--- config.mk ---
export PLATFORM = sky130hd
export DESIGN_NAME = conv_window_ctrl
export DESIGN_NICKNAME = d
export VERILOG_FILES = /design/src/rtl/conv_window_ctrl.sv
export SDC_FILE = /design/constraint.sdc
export NUM_CORES = 1
export LEC_CHECK = 0
export ABC_AREA = 1
export BUFFER_PORTS_ARGS = -buffer_cell sky130_fd_sc_hd__buf_4
export CAP_MARGIN = 20
export CORE_ASPECT_RATIO = 0.8
export CORE_UTILIZATION = 49
export DETAILED_ROUTE_END_ITERATION = 8
export PLACE_DENSITY = 0.75
export SLEW_MARGIN = 20
export SYNTH_ARGS = -nofsm -noshare
export SYNTH_HDL_FRONTEND = slang
export SYNTH_SLANG_ARGS = --single-unit
--- constraint.sdc ---
create_clock -name clk -period 1.3 [get_ports clk]
set_input_delay 0.065 -clock clk [delete_from_list [all_inputs] [get_ports clk]]
set_output_delay 0.065 -clock clk [all_outputs]
set_load 0.03 [all_outputs]
--- src/rtl/conv_window_ctrl.sv ---
// Window sequencer for the convolution engine: tracks the raster position of
// the incoming pixel stream, flags stride-aligned KxK windows, presents their
// output-map coordinates with a valid/ready handshake and flips the ping-pong
// result bank once per frame.
//
// state | meaning
// IDLE  | waiting for the first pixel of a frame
// RUN   | accepting pixels of the current frame
// DRAIN | all pixels taken, waiting for the last window to be consumed
// DONE  | one-cycle frame_done, result bank swaps on exit
module conv_window_ctrl #(
  parameter int IMG_W  = 28,
  parameter int IMG_H  = 28,
  parameter int K      = 3,
  parameter int STRIDE = 1,
  localparam int OUT_W = (IMG_W - K) / STRIDE + 1,
  localparam int OUT_H = (IMG_H - K) / STRIDE + 1,
  localparam int XW    = (OUT_W > 1) ? $clog2(OUT_W) : 1,
  localparam int YW    = (OUT_H > 1) ? $clog2(OUT_H) : 1,
  localparam int CW    = (IMG_W > 1) ? $clog2(IMG_W) : 1,
  localparam int RW    = (IMG_H > 1) ? $clog2(IMG_H) : 1
) (
  input  logic          clk,
  input  logic          reset,
  input  logic          valid_in,
  input  logic          ready_in,
  output logic          ready_out,
  output logic          oe,
  output logic          valid_out,
  output logic [XW-1:0] out_x,
  output logic [YW-1:0] out_y,
  output logic [CW-1:0] col,
  output logic [RW-1:0] row,
  output logic          pp_sel,
  output logic          frame_done,
  output logic          busy
);

  localparam int PW = (STRIDE > 1) ? $clog2(STRIDE) : 1;

  localparam logic [CW-1:0] COL_LAST = CW'(IMG_W - 1);
  localparam logic [RW-1:0] ROW_LAST = RW'(IMG_H - 1);
  localparam logic [CW-1:0] COL_WIN  = CW'(K - 1);
  localparam logic [RW-1:0] ROW_WIN  = RW'(K - 1);
  localparam logic [XW-1:0] X_LAST   = XW'(OUT_W - 1);
  localparam logic [YW-1:0] Y_LAST   = YW'(OUT_H - 1);
  localparam logic [PW-1:0] PH_LAST  = PW'(STRIDE - 1);

  typedef enum logic [1:0] {IDLE, RUN, DRAIN, DONE} state_t;

  state_t        state, state_nxt;
  logic [PW-1:0] col_phase, row_phase;
  logic          col_last, row_last, last_pix;
  logic          hit, consume;

  assign col_last = (col == COL_LAST);
  assign row_last = (row == ROW_LAST);
  assign last_pix = col_last && row_last;

  // DRAIN/DONE close the input so the next frame cannot overlap the swap
  assign ready_out  = (!valid_out || ready_in) && (state == IDLE || state == RUN);
  assign oe         = valid_in && ready_out;
  assign consume    = valid_out && ready_in;
  assign hit        = oe && (col >= COL_WIN) && (row >= ROW_WIN)
                      && (col_phase == '0) && (row_phase == '0);
  assign busy       = (state == RUN) || (state == DRAIN);
  assign frame_done = (state == DONE);

  // Raster position of the next pixel, advanced only on accept
  always_ff @(posedge clk or negedge reset) begin
    if (!reset) begin
      col <= '0;
      row <= '0;
    end else if (oe) begin
      if (col_last) begin
        col <= '0;
        row <= row_last ? '0 : row + RW'(1);
      end else begin
        col <= col + CW'(1);
      end
    end
  end

  // Stride phases count from the first full-window column/row, wrapping at STRIDE
  always_ff @(posedge clk or negedge reset) begin
    if (!reset) begin
      col_phase <= '0;
      row_phase <= '0;
    end else if (oe) begin
      if (col_last || col < COL_WIN) begin
        col_phase <= '0;
      end else begin
        col_phase <= (col_phase == PH_LAST) ? '0 : col_phase + PW'(1);
      end
      if (col_last) begin
        if (row_last || row < ROW_WIN) begin
          row_phase <= '0;
        end else begin
          row_phase <= (row_phase == PH_LAST) ? '0 : row_phase + PW'(1);
        end
      end
    end
  end

  // Window result register; coordinates step to the next window on consume
  always_ff @(posedge clk or negedge reset) begin
    if (!reset) begin
      valid_out <= 1'b0;
      out_x     <= '0;
      out_y     <= '0;
    end else begin
      if (hit) begin
        valid_out <= 1'b1;
      end else if (ready_in) begin
        valid_out <= 1'b0;
      end
      if (consume) begin
        if (out_x == X_LAST) begin
          out_x <= '0;
          out_y <= (out_y == Y_LAST) ? '0 : out_y + YW'(1);
        end else begin
          out_x <= out_x + XW'(1);
        end
      end
    end
  end

  // Frame state register and result bank select
  always_ff @(posedge clk or negedge reset) begin
    if (!reset) begin
      state  <= IDLE;
      pp_sel <= 1'b0;
    end else begin
      state <= state_nxt;
      if (state == DONE) begin
        pp_sel <= ~pp_sel;
      end
    end
  end

  // Frame sequencing
  always_comb begin
    state_nxt = state;
    case (state)
      IDLE:  if (oe) state_nxt = last_pix ? DRAIN : RUN;
      RUN:   if (oe && last_pix) state_nxt = DRAIN;
      DRAIN: if (!valid_out || ready_in) state_nxt = DONE;
      DONE:  state_nxt = IDLE;
      default: state_nxt = IDLE;
    endcase
  end

endmodule

== After elaboration in Yosys (flattened, before gate mapping) ==
Cells that the tools add are included.
Word-level totals
  flip-flop bits (word level): 26
Operators by class
  eq/ne operators: 10
  reduce and logical (&&, ||, !) cells: 20
  multiplexer cells: 15
  add/sub/neg operators: 6
  bitwise operators: 3
  $lt $le $gt $ge: 4
Operators with widths (number)
  5-bit by 1-bit adder with 5-bit output, second input constant: 4
  5-bit == test, second input constant: 4
  5-bit 2-to-1 mux: 4
  5-bit by 2-bit greater-or-equal comparator with 1-bit output, second input constant: 2
  5-bit by 2-bit less-than comparator with 1-bit output, second input constant: 2
  1-bit logical AND: 9
  2-bit 2-to-1 mux: 4
  2-bit case mux with 4 select lines: 1
  1-bit 2-to-1 mux: 6
  1-bit logical OR: 5
  2-bit == test, second input constant: 2
  2-bit != test, second input constant: 2
  2-bit AND reduction: 2
  1-bit NOT: 3
  3-bit AND reduction: 1
  1-bit adder, second input constant: 2
  2-bit by 1-bit == test with 1-bit output, second input constant: 1
  2-bit zero test: 1
  2-bit by 1-bit != test with 1-bit output, second input constant: 1
  2-bit nonzero test: 1
  1-bit zero test: 1

== Depth between registers and ports, before layout ==
  depth after elaboration: 9
  mapped depth: 11
  depth with buffers taken out: 11

== Worst setup path before layout ==
No wires, ideal clock.
  kind: flip-flop to flip-flop
  from: register col[1]
  to: register state[0]
  library setup time: 0.117 ns
  data required time: 1.183 ns
  buffers on the path: 0
  path slack: -0.285 ns
  data arrival time: 1.468 ns
  cell stages (with the launch flop): 11
  path through: dfrtp_1 -> ha_1 -> inv_1 -> nor2_2 -> nand2_4 -> nor2_4 -> nand2_2 -> nand2_2 -> nand2_1 -> nand2_1 -> nand2_1
On the way
  longest elaborated chain between the ends: 5
  elaborated cells between the ends (all ways): 8
  classes of those cells: eq/ne (2); mux (3); reduce/logical (3)
RTL lines
  from (decl): line 32  | output logic [CW-1:0] col,
  from (signal assigned): line 79  | col <= col + CW'(1);
  5-bit == test *: line 56  | assign col_last = (col == COL_LAST);
  1-bit logical AND *: line 58  | assign last_pix = col_last && row_last;
  2-bit 2-to-1 mux or 1-bit logical AND (tied branches): line 145, 146
  2-bit 2-to-1 mux or 2-bit by 1-bit != test with 1-bit output (tied branches)
  2-bit case mux with 4 select lines or 3-bit AND reduction (tied branches)
  to (signal assigned): line 134  | state <= state_nxt;
  to (decl): line 51  | state_t state, state_nxt;
Mark *: on every way between the ends. The rest lies on a longest branch, timed or not. The select of a mux whose other input is x is not followed.
A chain may end at the register's enable or synchronous reset.

== Final worst setup path ==
  from: register state[0]
  to: output port oe
On the way
  longest elaborated chain between the ends: 4
  elaborated cells between the ends (all ways): 5
  classes of those cells: eq/ne (1); reduce/logical (4)
RTL lines
  2-bit by 1-bit == test with 1-bit output or 2-bit zero test (tied branches): line 61  | assign ready_out = (!valid_out || ready_in) && (state == IDLE || state == RUN);
  1-bit logical OR *: line 61
  1-bit logical AND *: line 61
  1-bit logical AND *: line 62  | assign oe = valid_in && ready_out;
  to (decl): line 28  | output logic oe,
Mark *: on every way between the ends. The rest lies on a longest branch, timed or not.

==> impl_metrics.ini <==
[status]
outcome = complete, but fails checks
violations = negative setup slack

[sta]
hold_viol_final = 0
final-setup-viol-count = 16
drv_slew = 0
rsz0062_at_grt = yes
fin_crit_ns = 1.550
slew_headroom_pct = 79.71
whs_ns = 0.2172
period_share_pct = 119.2
worst_slew_pin_slew_ns = 0.3043
worst_slack_ns = -0.2501
clock.fmax_ghz = 0.6451
final.setup.tns_ns = -3.080
clock_skew_ns = 0.007941

[placement]
post-dp-hpwl_um = 2391
gp_congestion = 0.8697
port_buffers = 29

[critical_path]
crit_required_ns = 1.24
r2r_slack_ns = -0.23
critPathMaxFanout = 4
max_stage_delay_ns = 0.47
worstSetupPathType = reg -> out
reg2reg_to = state[1]
r2r-start = state[0]
crit_slowest_cell = dfrtp_2
critPathTopFamily = flip-flops
worstRegToRegCells = 9
crit_chain = inv_4 -> ha_4 -> inv_4 -> nand2_4 -> nand3_4 -> clkinv_4 -> buf_6 -> buf_6
start_kind = register
end_kind = primary output
cp_num_buf_inv = 5
arrival_ns = 1.49

[clock_tree]
cts_tree = done
cts_made_buffers = 3
htree_levels = 1
cts_root_buffer = clkbuf_8
clockBufferDepth = 2
clkTransAtPathRegs_ns = 0.09
cts_sinks = 24
insertion_delay_ns = 0.27

[floorplanning]
die_area_sq_mm = 0.003206
start_util_pct = 52.45
die_y_um = 50.85
coreArea_sq_mm = 0.002786
rows = 17
die_x_um = 63.06
num_io_pins = 30

[synthesis]
synth-main-ff-cell = dfrtp_1
yosysTopAreaCell = dfrtp_1
yosysMostFrequentCell = nand2_1
synth.top_cells.by_count = nand2_1 (35), inv_1 (25), dfrtp_1 (24)
synthesis.area_sq_mm = 0.001461
synth_top_area_share_pct = 41.10
synth_fp_nets = 198
ys_seq_elements = 24
avgSynthCellArea_sq_um = 8.074
syn_inst = 181
synth_area_leaders = dfrtp_1 (41%), ha_1 (11%), nand2_1 (9.0%)
async_flop_share_pct = 100.0
yosysSeqAreaShare_pct = 41.10
ys_types = 23
synth-edff-count = 0
synth-warning-count = 0

[global_routing]
grt_max_degree = 25
grt_pass1_vias = 1400
grt-ovfl-total = 0
grt_pass1_wl_um = 6265
grt_usage_pct = 25.24
antenna_found_initial = 0

[finish]
diodes = 0
syn2layout_area_growth_pct = 57.02
fill_cells = 165
fin_util_pct = 82.35
drive_gt1_share_pct = 50.20
final_net_count = 267

[pwr]
leakage_uw = 0.001135
peakVddDrop_mv = 1.764
finalPower_uw = 5959
power_density_mw_per_mm2 = 2597

[detailed_routing]
vias = 1497
ant_nets = 0
firstDrtPassIters = 4
vias_per_cell = 5.216
wl_per_cell_um = 14.64
drt-total-wl_um = 4201
post-route-drc-count = 0
drt_iter0_markers = 86

[job]
drv_cap = 0

[hold_path]
hold_path_class = in -> async
per-stage QoR:
stage | std cells | cell area [sq um] | setup slack (ns)
floorplan | 181 | 1533 | -0.1536
global placement | 270 | 1972 | -0.1509
detailed placement | 270 | 1972 | -0.2507
CTS | 280 | 2167 | -0.2046
global route | 287 | 2295 | -0.2971
finish | 287 | 2295 | -0.2501
layout make-up:
cell class                      count  area [sq um]  share of cell area (%)
Clock buffer                        3         41.29                   1.799
Clock inverter                      1         30.03                   1.309
Inverter                           28         116.4                   5.071
Multi-Input combinational cell    129         920.9                   40.13
Sequential cell                    24         613.1                   26.72
Tap cell                           38         47.55                   2.072
Timing Repair Buffer               64         525.5                   22.90
metal layers:
metal  vias to the layer above  GRT usage, %  wire [um]
met4                         0         6.589        168
li1                        727             -          -
met5                         -             0          0
met2                        40         44.62       2026
met3                        16         4.688        175
met1                       714         31.85       1831
layout by cell type (no fill, tap or decap), types with 3 or more instances in the layout:
cell and count:
nor3_1 4, nor2_1 15, inv_2 6, nand2_4 5
o22ai_1 4, inv_1 18, nand3_1 12, a21oi_1 5
nand3_2 5, a21oi_2 3, nand2_1 30, nor2_4 4
buf_6 8, buf_4 54, ha_4 5, clkbuf_8 3
nand4_1 6, o21ai_1 5, dfrtp_2 10, ha_1 7
dfrtp_1 14, nand2_2 6, nor2_2 4
registers in the layout (all words and copies together), names as in the netlist:
| name | cells |
|---|---|
| col | 5 |
| out_x | 5 |
| out_y | 5 |
| row | 5 |
| state | 2 |
| pp_sel | 1 |
| valid_out | 1 |
worst max path at each step:
stage,startpoint,to,depth (start not counted)
3_5_place_dp,state[1],state[1],9
2_1_floorplan,state[1],state[0],11
5_1_grt,state[0],oe,8
6_report,state[0],oe,8
3_3_place_gp,state[0],state[1],9
4_1_cts,state[1],oe,8
cell families (layout without fill, tap and decap cells):
group / count (synthesis) / in the layout / share of synthesized area [%]
AND/OR/NAND/NOR: 94 / 95 / 31.94
flip-flops: 24 / 24 / 41.10
adder cells (fa/ha/maj): 13 / 13 / 11.13
buffers and inverters: 29 / 96 / 7.791
XOR/XNOR: 2 / 2 / 1.199
AO/OA/AOI/OAI: 19 / 19 / 6.849
power by group:
group / switching (uW) / total (uW) / internal [uW]
logic: 2230 / 3860 / 1640
registers: 362 / 1440 / 1080
clock network: 242 / 653 / 412
timing repair:
action,4_1_cts,5_1_grt
endpoints found under the hold margin,24,0
hold buffers,1,0
gates cloned,1,0
gates resized for setup,19,24
buffers inserted,4,8
pin swaps,6,11
setup endpoints to repair,16,22
Power figures use the tool's default switching activity.
